**src/rtl/uart_frame_rx.sv**
```systemverilog
// uart_frame_rx: locks onto the AA BB CC sync header and rebuilds
// little-endian 24-bit samples from a UART byte stream.
// Ports: clk, reset_n (async, active low)
//   uart_rx_data[7:0], uart_rx_data_we : incoming byte + strobe
//   sample_data[23:0], sample_we, sample_index[10:0] : sample out
//   frame_start, frame_done, frame_abort : one-cycle event pulses
//   err_cnt[15:0] (saturating), frame_cnt[15:0] (wrapping)
module uart_frame_rx #(
  parameter int SAMPLES_PER_FRAME = 2048,
  parameter int TIMEOUT_CYCLES    = 1_000_000,
  parameter bit is_simulation     = 1'b0
) (
  input  logic        clk,
  input  logic        reset_n,
  input  logic [7:0]  uart_rx_data,
  input  logic        uart_rx_data_we,
  output logic [23:0] sample_data,
  output logic        sample_we,
  output logic [10:0] sample_index,
  output logic        frame_start,
  output logic        frame_done,
  output logic        frame_abort,
  output logic [15:0] err_cnt,
  output logic [15:0] frame_cnt
);

  localparam int TW = (TIMEOUT_CYCLES > 2) ?
    $clog2(TIMEOUT_CYCLES) : 1;
  localparam logic [TW-1:0] T_LAST = TW'(TIMEOUT_CYCLES - 1);
  localparam logic [10:0] S_LAST = 11'(SAMPLES_PER_FRAME - 1);

  typedef enum logic [2:0] {
    HUNT0, HUNT1, HUNT2, BYTE0, BYTE1, BYTE2
  } state_t;

  if (is_simulation) begin : g_sim
  end

  state_t        state, state_n;
  logic [7:0]    b0, b0_n, b1, b1_n;
  logic [10:0]   scnt, scnt_n;
  logic [TW-1:0] tcnt, tcnt_n;
  logic [23:0]   data_n;
  logic [10:0]   idx_n;
  logic          we_n, start_n, done_n, abort_n, err_hit;
  logic [15:0]   err_n, fcnt_n;
  logic          is_aa, is_bb, is_cc;

  assign is_aa = (uart_rx_data == 8'hAA);
  assign is_bb = (uart_rx_data == 8'hBB);
  assign is_cc = (uart_rx_data == 8'hCC);

  always_comb begin
    state_n = state;
    b0_n    = b0;
    b1_n    = b1;
    scnt_n  = scnt;
    tcnt_n  = tcnt;
    data_n  = sample_data;
    idx_n   = sample_index;
    we_n    = 1'b0;
    start_n = 1'b0;
    done_n  = 1'b0;
    abort_n = 1'b0;
    err_hit = 1'b0;
    fcnt_n  = frame_cnt;
    if (uart_rx_data_we) begin
      // a byte always beats the timeout threshold
      tcnt_n = '0;
      unique case (state)
        HUNT0: if (is_aa) state_n = HUNT1;
        HUNT1: begin
          unique case (1'b1)
            is_bb: state_n = HUNT2;
            is_aa: err_hit = 1'b1;
            default: begin
              state_n = HUNT0;
              err_hit = 1'b1;
            end
          endcase
        end
        HUNT2: begin
          err_hit = 1'b1;
          unique case (1'b1)
            is_cc: begin
              state_n = BYTE0;
              scnt_n  = '0;
              start_n = 1'b1;
              err_hit = 1'b0;
            end
            is_aa: state_n = HUNT1;
            default: state_n = HUNT0;
          endcase
        end
        BYTE0: begin
          b0_n    = uart_rx_data;
          state_n = BYTE1;
        end
        BYTE1: begin
          b1_n    = uart_rx_data;
          state_n = BYTE2;
        end
        BYTE2: begin
          data_n  = {uart_rx_data, b1, b0};
          we_n    = 1'b1;
          idx_n   = scnt;
          scnt_n  = scnt + 11'd1;
          state_n = BYTE0;
          if (scnt == S_LAST) begin
            done_n  = 1'b1;
            fcnt_n  = frame_cnt + 16'd1;
            state_n = HUNT0;
          end
        end
        default: state_n = HUNT0;
      endcase
    end else if (state == HUNT0) begin
      tcnt_n = '0;
    end else if (tcnt == T_LAST) begin
      state_n = HUNT0;
      tcnt_n  = '0;
      abort_n = 1'b1;
      err_hit = 1'b1;
    end else begin
      tcnt_n = tcnt + TW'(1);
    end
    err_n = (err_hit && err_cnt != 16'hFFFF) ?
      err_cnt + 16'd1 : err_cnt;
  end

  always_ff @(posedge clk or negedge reset_n) begin
    if (!reset_n) begin
      state        <= HUNT0;
      b0           <= '0;
      b1           <= '0;
      scnt         <= '0;
      tcnt         <= '0;
      sample_data  <= '0;
      sample_we    <= 1'b0;
      sample_index <= '0;
      frame_start  <= 1'b0;
      frame_done   <= 1'b0;
      frame_abort  <= 1'b0;
      err_cnt      <= '0;
      frame_cnt    <= '0;
    end else begin
      state        <= state_n;
      b0           <= b0_n;
      b1           <= b1_n;
      scnt         <= scnt_n;
      tcnt         <= tcnt_n;
      sample_data  <= data_n;
      sample_we    <= we_n;
      sample_index <= idx_n;
      frame_start  <= start_n;
      frame_done   <= done_n;
      frame_abort  <= abort_n;
      err_cnt      <= err_n;
      frame_cnt    <= fcnt_n;
    end
  end

endmodule

```
**config.mk**
```make
export PLATFORM = sky130hd
export DESIGN_NAME = uart_frame_rx
export DESIGN_NICKNAME = d
export VERILOG_FILES = /design/src/rtl/uart_frame_rx.sv
export SDC_FILE = /design/constraint.sdc
export NUM_CORES = 1
export LEC_CHECK = 0
export ABC_AREA = 1
export BUFFER_PORTS_ARGS = -buffer_cell sky130_fd_sc_hd__buf_2
export CORE_MARGIN = 2
export CORE_UTILIZATION = 29
export CTS_CLUSTER_DIAMETER = 60
export DETAILED_ROUTE_END_ITERATION = 8
export HOLD_SLACK_MARGIN = 0.08
export SLEW_MARGIN = 10
export SYNTH_ARGS = -nofsm -noshare
export SYNTH_HDL_FRONTEND = slang
export SYNTH_SLANG_ARGS = --single-unit
```
**constraint.sdc**
```tcl
create_clock -name clk -period 2 [get_ports clk]
set_clock_uncertainty 0.15 [all_clocks]
set_input_delay 0.1 -clock clk [delete_from_list [all_inputs] [get_ports clk]]
set_output_delay 0.1 -clock clk [all_outputs]
set_load 0.01 [all_outputs]
```
==> results.yml, run 1 <==
clocking:
  root_buffer: "clkbuf_16"
  ctsLongestPathBuffers: 2
  htreeDepth: 4
  numCtsBuffers: 17
  cts.sinks: 121
  insertion_delay_ns: 0.42
  path_clk_slew_ns: 0.06
  cts_tree: "built"
power_and_ir_drop:
  ir_worst_vdd_v: 0.000734
  p_leak_nw: 3.80
  pwr_density_cell_mw_per_mm2: 1160
drt:
  viasPerCell: 4.35
  finalWirelength_um: 13700
  vias: 4944
  avgRoutedWirePerCell_um: 12.0
  first_pass_iters: 7
  drtIter0Drc: 311
  ant_nets: 0
  drc: 0
finish:
  fillers: 2092
  stdcell_count: 1136
  antenna-diode-count: 0
  fin_nets: 868
  drive_above_1_share_pct: 18.1
  areaGrowthSynthToFinish_pct: 25.8
setup_path:
  end_kind: "flip-flop"
  cp.required_ns: 2.19
  rrSetupSlack_ns: 0.14
  start_kind: "flip-flop"
  reg2reg_depth: 7
  cp.arrival_ns: 2.05
  crit_fanout: 9
  reg2reg_from: "scnt[1]"
  reg2reg_to: "frame_cnt[0]"
  path_class: "reg2reg"
floorplanning:
  io_pins: 82
  die_area_mm2: 0.0215
  rows: 52
  start_util_pct: 29.3
  fp.dieH_um: 146
  core_region_area_mm2: 0.0201
  die_w_um: 146
synth:
  synthTopCellsByCount: "nand2_1, dfrtp_1, inv_1"
  ys_ff_latch: 121
  synth_cells: 738
  async_flop_share_pct: 100
  synthTopCellsByArea: "dfrtp_1, nand2_1, inv_1"
  yosys_warnings: 0
  yosysTopAreaCell: "dfrtp_1"
  synth_top_area_share_pct: 51.4
  synthDistinctLibCells: 35
  syn_area_per_cell_um2: 7.98
  yosys.cell_count.top_type: "nand2_1"
  synth_edf_count: 0
  syn_area_mm2: 0.00589
  yosysSeqAreaShare_pct: 51.4
  synth.net_count: 753
  synthFlopType: "dfrtp_1"
grt:
  grt_pass1_wl_um: 23200
  grt_overflow: 0
  antenna_found_initial: 0
  grt_pass1_vias: 4682
  grt_max_degree: 122
  grtUsageTotal_pct: 13.3
sta:
  fin_crit_sh_pct: 92.8
  drv_slew: 0
  tns_ns: 0
  fmax_ghz: 0.539
  worstMarginPinSlew_ns: 0.664
  setup_viol: 0
  slew-limit-headroom_pct: 55.7
  layout_min_cycle_time_ns: 1.86
  finalHoldViolCount: 0
  rsz0062_at_grt: "false"
job:
  max_cap_viol_count: 0
worst_hold_path:
  hold_path.class: "in2async"
place:
  io_buffers: 81
  dp_hpwl_um: 9630
  place_congestion: 0.791
  place_inst: 1088
run_status:
  status: "complete, no violations"
==> power by group <==
| group | switching, mW | leakage, nW | internal (mW) |
|---|---|---|---|
| clock | 1.18 | 0.276 | 1.88 |
| sequential | 0.377 | 1.55 | 3.05 |
| combinational | 1.31 | 1.97 | 0.776 |
| total | 2.86 | 3.80 | 5.70 |
==> worst max-delay path, cell delays in order (launching register included) <==
cell,delay (ns)
dfrtp_1,0.39
ha_2,0.23
nand2_1,0.11
nor2_4,0.19
nand4_4,0.16
nor2_4,0.26
buf_4,0.16
xor2_1,0.13
==> sequential cells by signal (all words and copies together) (netlist names) <==
signal,cells
frame_abort,1
b1,8
scnt,11
frame_start,1
sample_we,1
b0,8
state,3
sample_data,24
tcnt,20
err_cnt,16
sample_index,11
frame_done,1
frame_cnt,16
==> worst max-delay path by stage <==
stage                 start             to  cells past startpoint
3_5_place_dp        tcnt[0]     err_cnt[3]                      8
3_3_place_gp   frame_cnt[1]  frame_cnt[10]                     10
6_report            scnt[1]   frame_cnt[0]                      7
4_1_cts             tcnt[0]     err_cnt[3]                      8
2_1_floorplan       scnt[0]   frame_cnt[9]                      7
5_1_grt             scnt[1]   frame_cnt[2]                      7
==> repair_timing <==
item / in CTS / in global routing
setup buffers: 0 / 6
gates resized for setup: 0 / 5
endpoints found under the hold margin: 151 / 0
hold buffers: 10 / 0
endpoints found under the setup margin: 0 / 21
==> layout make-up <==
cell class	instances	area, um2	area share [%]
Clock buffer	19	443	5.98
Clock inverter	13	148	1.99
Inverter	90	340	4.59
Multi-Input combinational cell	512	2440	33.0
Sequential cell	121	3030	40.9
Tap cell	270	338	4.56
Timing Repair Buffer	111	671	9.05
==> cell families (layout without fill, tap and decap cells) <==
| logic type | Yosys count | after routing | synth area share, % |
|---|---|---|---|
| flops | 121 | 121 | 51.4 |
| xor+xnor | 28 | 28 | 4.17 |
| compound gates | 70 | 70 | 6.06 |
| fa+ha+maj | 4 | 4 | 0.850 |
| buf+inv | 105 | 233 | 7.37 |
| simple gates | 410 | 410 | 30.1 |
==> layout by cell type, fill, tap and decap left out, types with 2 or more instances in the layout <==
master and n:
nor2_2 7, dlygate4sd3_1 10, clkinv_4 5, clkbuf_16 17, nor3_1 16, ha_1 3
nor2_4 2, dfrtp_1 121, clkinvlp_4 4, nand2_2 3, o21ai_1 8, xor2_1 22
buf_4 20, nand2_1 239, nand3_2 2, a21oi_1 10, bufinv_16 2, nor2_1 69
nand4_1 11, o21ai_0 49, nand3_1 49, nor3b_1 4, xnor2_1 6, inv_1 85
o31ai_1 2, inv_2 4, buf_2 80
==> through the flow <==
stage | total power, mW | setup slack, ns | area, um2 | hold slack (ns) | util [%]
2_1_floorplan | 4.71 | 0.280 | 5890 | -0.346 | -
3_3_place_gp | 5.50 | 0.160 | 6660 | 0.112 | 33.1
3_5_place_dp | 5.55 | 0.0956 | 6660 | 0.114 | 33.1
4_1_cts | 8.67 | 0.0956 | 7350 | 0.208 | 36.5
5_1_grt | 9.17 | 0.0130 | 7410 | 0.183 | 36.8
6_report | 8.56 | 0.144 | 7410 | 0.152 | 36.8
==> routing by layer <==
metal | up-vias | share of wire, % | global-route usage (%)
met2 | 97 | 45 | 20.8
met5 | - | 0 | 0
li1 | 2556 | - | -
met4 | 0 | 0.89 | 3.35
met3 | 14 | 4.8 | 4.06
met1 | 2277 | 50 | 18.0
No activity file was read; power rests on OpenSTA's default activity.
==> inputs of run 2 (changes only) <==
Settings changed: CELL_PAD_IN_SITES_DETAIL_PLACEMENT from default to 1, CELL_PAD_IN_SITES_GLOBAL_PLACEMENT from default to 2, PLACE_DENSITY_LB_ADDON from default to 0.1.
==> results.yml, run 2 (same netlist as run 1, synthesis figures left out) <==
run_status:
  status: "complete, no violations"
clocking:
  htreeDepth: 4
  numCtsBuffers: 17
  insertion_delay_ns: 0.42
  root_buffer: "clkbuf_16"
  cts_tree: "built"
  ctsLongestPathBuffers: 2
  path_clk_slew_ns: 0.06
  cts.sinks: 121
sta:
  drv_slew: 0
  fmax_ghz: 0.545
  fin_crit_sh_pct: 91.7
  tns_ns: 0
  slew-limit-headroom_pct: 59.9
  setup_viol: 0
  layout_min_cycle_time_ns: 1.83
  rsz0062_at_grt: "false"
  finalHoldViolCount: 0
  worstMarginPinSlew_ns: 0.599
floorplanning:
  io_pins: 82
  core_region_area_mm2: 0.0201
  start_util_pct: 29.3
  die_w_um: 146
  fp.dieH_um: 146
  rows: 52
  die_area_mm2: 0.0215
drt:
  viasPerCell: 4.49
  drtIter0Drc: 133
  avgRoutedWirePerCell_um: 14.0
  drc: 0
  ant_nets: 0
  vias: 5103
  first_pass_iters: 4
  finalWirelength_um: 15900
finish:
  antenna-diode-count: 0
  final_common_cell: "nand2_1"
  largest_register_ff_count: 24
  fin_nets: 868
  final_cell_mix: "nand2_1, dfrtp_1, inv_1"
  reg_top3: "sample_data: 24 flops, tcnt: 20 flops"
  drive_above_1_share_pct: 18.4
  areaGrowthSynthToFinish_pct: 26.8
  regMostFlops: "sample_data"
  final_area_mm2: 0.00746
setup_path:
  end_kind: "flip-flop"
  start_kind: "flip-flop"
  crit_start: "tcnt[0]"
  crit_slowest_cell: "dfrtp_1"
  crit_path_max_incr_delay_ns: 0.37
  crit_fanout: 12
  cp.required_ns: 2.16
  cp.arrival_ns: 1.99
  path_class: "reg2reg"
  reg2reg_from: "tcnt[0]"
  path_cells: "ha_2, nand3_4, nor3b_4, nand3_2, nand2_4, buf_12, nand2_1, nand2_1, nand2_1"
  crit_top_cell: "nand2_1"
grt:
  grtUsageTotal_pct: 15.7
  grt_overflow: 0
  antenna_found_initial: 0
  grt_pass1_wl_um: 27300
  grt_max_degree: 65
  grt_pass1_vias: 5451
job:
  max_cap_viol_count: 0
place:
  io_buffers: 81
  dp_hpwl_um: 11600
  dpl_cell_area_mm2: 0.00670
  place_congestion: 0.799
power_and_ir_drop:
  pwr_density_cell_mw_per_mm2: 1180
  design_power_total_mw: 8.79
  p_leak_nw: 3.82
  ir_worst_vdd_v: 0.000513
worst_hold_path:
  hold_path.class: "in2async"
run 2: changes by cell type in the layout (fill, tap and decap cells not counted), moves of 2 or more:
cell and delta:
inv_6 +5, buf_4 -3, buf_12 +2, clkinv_4 -2, clkinvlp_4 -2, nor2_1 -2, nor2_2 +2
run 2: critical path: cells and delay by family, from the launching register on:
| kind | cells | cell delay, ns |
|---|---|---|
| AND/OR/NAND/NOR | 7 | 0.85 |
| flip-flops | 1 | 0.37 |
| adder cells (fa/ha/maj) | 1 | 0.23 |
| buffers and inverters | 1 | 0.14 |
run 2: routing by layer:
layer | up-vias | wire length, um | global-route usage (%)
met5 | - | 0 | 0
met4 | 0 | 156 | 4.22
met3 | 12 | 578 | 4.22
met2 | 72 | 7590 | 26.1
met1 | 2465 | 7530 | 20.4
li1 | 2554 | - | -
run 2: area by class of cell:
cell class | count | area, um2
fill | 2418 | 12600
clock inverter | 15 | 189
clock buffer | 17 | 425
tap | 270 | 338
sequential | 121 | 3030
inverter | 90 | 339
multi-input combinational | 512 | 2440
timing repair buffer | 111 | 698
run 2: final timing paths:
check / endpoint / slack (ns) / depth (start not counted)
max in group asynchronous: sample_data[7] / 0.60 / 3
max: err_cnt[11] / 0.17 / 9
min in group clk: sample_data[1] / 0.32 / 2
min: err_cnt[8] / 0.13 / 3
min reg2reg: sample_data[1] / 0.32 / 2
max reg2reg: err_cnt[11] / 0.17 / 9
run 2: report_power, final:
group / switching [mW] / internal (mW) / total [mW] / leakage, nW
Sequential: 0.382 / 3.05 / 3.43 / 1.55
Combinational: 1.34 / 0.786 / 2.13 / 1.97
Clock: 1.24 / 1.99 / 3.23 / 0.296
run 2: repair_timing:
action | CTS | global route
hold buffers | 11 | 0
endpoints found under the setup margin | 0 | 21
endpoints found under the hold margin | 152 | 0
setup buffers | 0 | 3
resized for setup | 0 | 6
run 2: stage by stage:
| stage | setup slack, ns | hold WS [ns] | std cells | util, % |
|---|---|---|---|---|
| floorplan | 0.280 | -0.346 | 738 | - |
| detailed placement | 0.122 | -0.169 | 1090 | 33.3 |
| global placement | 0.167 | -0.173 | 1090 | 33.3 |
| global route | 0.00565 | 0.145 | 1136 | 37.1 |
| CTS | 0.115 | 0.122 | 1133 | 36.9 |
| finish | 0.166 | 0.133 | 1136 | 37.1 |
==> inputs of run 3 (changes only) <==
Clock period 2 ns to 1.68 ns, I/O delays scaled along.
==> results.yml, run 3 (same netlist as run 1, synthesis figures left out) <==
finish:
  fin_nets: 950
  fillers: 2408
  final_cell_mix: "nand2_1, dfrtp_1, buf_4"
  regMostFlops: "sample_data"
  largest_register_ff_count: 24
  antenna-diode-count: 0
  areaGrowthSynthToFinish_pct: 42.7
  reg_top3: "sample_data: 24 flops, tcnt: 20 flops"
  drive_above_1_share_pct: 30.9
  final_area_mm2: 0.00840
  final_common_cell: "nand2_1"
setup_path:
  end_kind: "flip-flop"
  crit_top_cell: "nor2_4"
  crit_path_max_incr_delay_ns: 0.35
  crit_slowest_cell: "dfrtp_1"
  cp.required_ns: 1.83
  start_kind: "flip-flop"
  path_cells: "ha_2, nand2_2, nor2_4, nand4_4, nor2_4, nand2_1, xor2_1"
  cp.arrival_ns: 1.90
  path_class: "reg2reg"
  path_buf_inv: 0
  crit_fanout: 8
  path_delay_family: "simple AND/OR/NAND/NOR gates"
place:
  place_congestion: 0.791
  dpl_cell_area_mm2: 0.00724
  place_ws_ns: -0.125
  io_buffers: 81
  dp_hpwl_um: 12400
floorplanning:
  die_area_mm2: 0.0215
  fp.dieH_um: 146
  die_w_um: 146
  io_pins: 82
  rows: 52
  start_util_pct: 29.3
  core_region_area_mm2: 0.0201
grt:
  grt_max_degree: 35
  antenna_found_initial: 0
  grt_pass1_vias: 5877
  grt_pass1_wl_um: 28900
  grt_overflow: 0
  grtUsageTotal_pct: 16.7
clocking:
  ctsLongestPathBuffers: 2
  root_buffer: "clkbuf_16"
  cts_tree: "built"
  cts.sinks: 121
  path_clk_slew_ns: 0.06
  insertion_delay_ns: 0.42
  htreeDepth: 4
  numCtsBuffers: 17
sta:
  layout_min_cycle_time_ns: 1.75
  whs_ns: 0.114
  finalHoldViolCount: 0
  fin_crit_sh_pct: 104
  setup_viol: 30
  fmax_ghz: 0.572
  slew-limit-headroom_pct: 68.1
  drv_slew: 0
  rsz0062_at_grt: "true"
  worstMarginPinSlew_ns: 0.478
  timing.final.ws_setup_ns: -0.0680
drt:
  viasPerCell: 4.49
  vias: 5469
  finalWirelength_um: 17100
  first_pass_iters: 4
  drc: 0
  drtIter0Drc: 133
  avgRoutedWirePerCell_um: 14.1
  ant_nets: 0
worst_hold_path:
  hold_path.class: "in2reg"
job:
  max_cap_viol_count: 0
power_and_ir_drop:
  pwr_density_cell_mw_per_mm2: 1330
  p_leak_nw: 4.31
  design_power_total_mw: 11.2
  ir_worst_vdd_v: 0.000793
run_status:
  status: "finished, violations left"
  violations: "negative setup slack"
## run 3: cell types whose count changed in the layout (fill, tap and decap cells not counted), sizes merged
cell	previous run	this run
buf	100	177
bufinv	3	4
clkbuf	17	18
clkinv	5	7
clkinvlp	2	3
dlygate4sd3	11	12
inv	95	91
nand2	244	247
## run 3: what timing repair did
item | CTS | global route
pin swaps | 14 | 20
hold endpoints to repair | 151 | 0
gates cloned | 2 | 2
endpoints found under the setup margin | 33 | 64
resized for setup | 31 | 49
hold buffers | 12 | 0
setup buffers | 5 | 6
## run 3: where the power goes
part / switching, mW / internal [mW] / leakage [nW]
clock: 1.41 / 2.53 / 0.306
sequential: 0.417 / 3.63 / 1.55
combinational: 1.86 / 1.35 / 2.45
total: 3.68 / 7.51 / 4.31
## run 3: layer usage
layer	GRT usage [%]	vias to the layer above	wire length [um]
met2	29.2	53	8590
met1	21.1	2667	7990
met3	3.09	15	370
met4	5.10	0	182
met5	0	-	0
li1	-	2734	-
## run 3: path summary, 6_finish.rpt
| check | from | endpoint | slack [ns] | cells after the start |
|---|---|---|---|---|
| worst max register to register | scnt[1] | frame_cnt[5] | -0.07 | 7 |
| min in group asynchronous | reset_n | sample_data[1] | 0.56 | 3 |
| max in group asynchronous | reset_n | err_cnt[6] | 0.22 | 4 |
| worst min-delay path | uart_rx_data[5] | state[1] | 0.11 | 7 |
| worst max-delay path | scnt[1] | frame_cnt[5] | -0.07 | 7 |
| worst min register to register | sample_data[7] | sample_data[7] | 0.31 | 2 |
## run 3: layout make-up
cell class                      instances  area [um2]  area share, %
Inverter                               90         345           4.11
Clock buffer                           18         439           5.23
Sequential cell                       121        3030           36.0
Timing Repair inverter                  1        7.51         0.0893
Timing Repair Buffer                  189        1310           15.6
Tap cell                              270         338           4.02
Multi-Input combinational cell        515        2740           32.6
Clock inverter                         14         198           2.35
## run 3: through the flow
| step | TNS (ns) | util (%) | cells |
|---|---|---|---|
| floorplan | -0.0493 | - | 738 |
| global placement | -0.196 | 36.0 | 1159 |
| detailed placement | -1.46 | 36.0 | 1159 |
| CTS | -0.540 | 40.7 | 1210 |
| global route | -5.73 | 41.8 | 1218 |
| finish | -0.605 | 41.8 | 1218 |
## run 3: worst reg2reg max path: stages, from the launching register on
cell and delay, ns:
dfrtp_1 0.35, ha_2 0.19, nand2_2 0.07, nor2_4 0.14, nand4_4 0.16, nor2_4 0.29
nand2_1 0.12, xor2_1 0.16
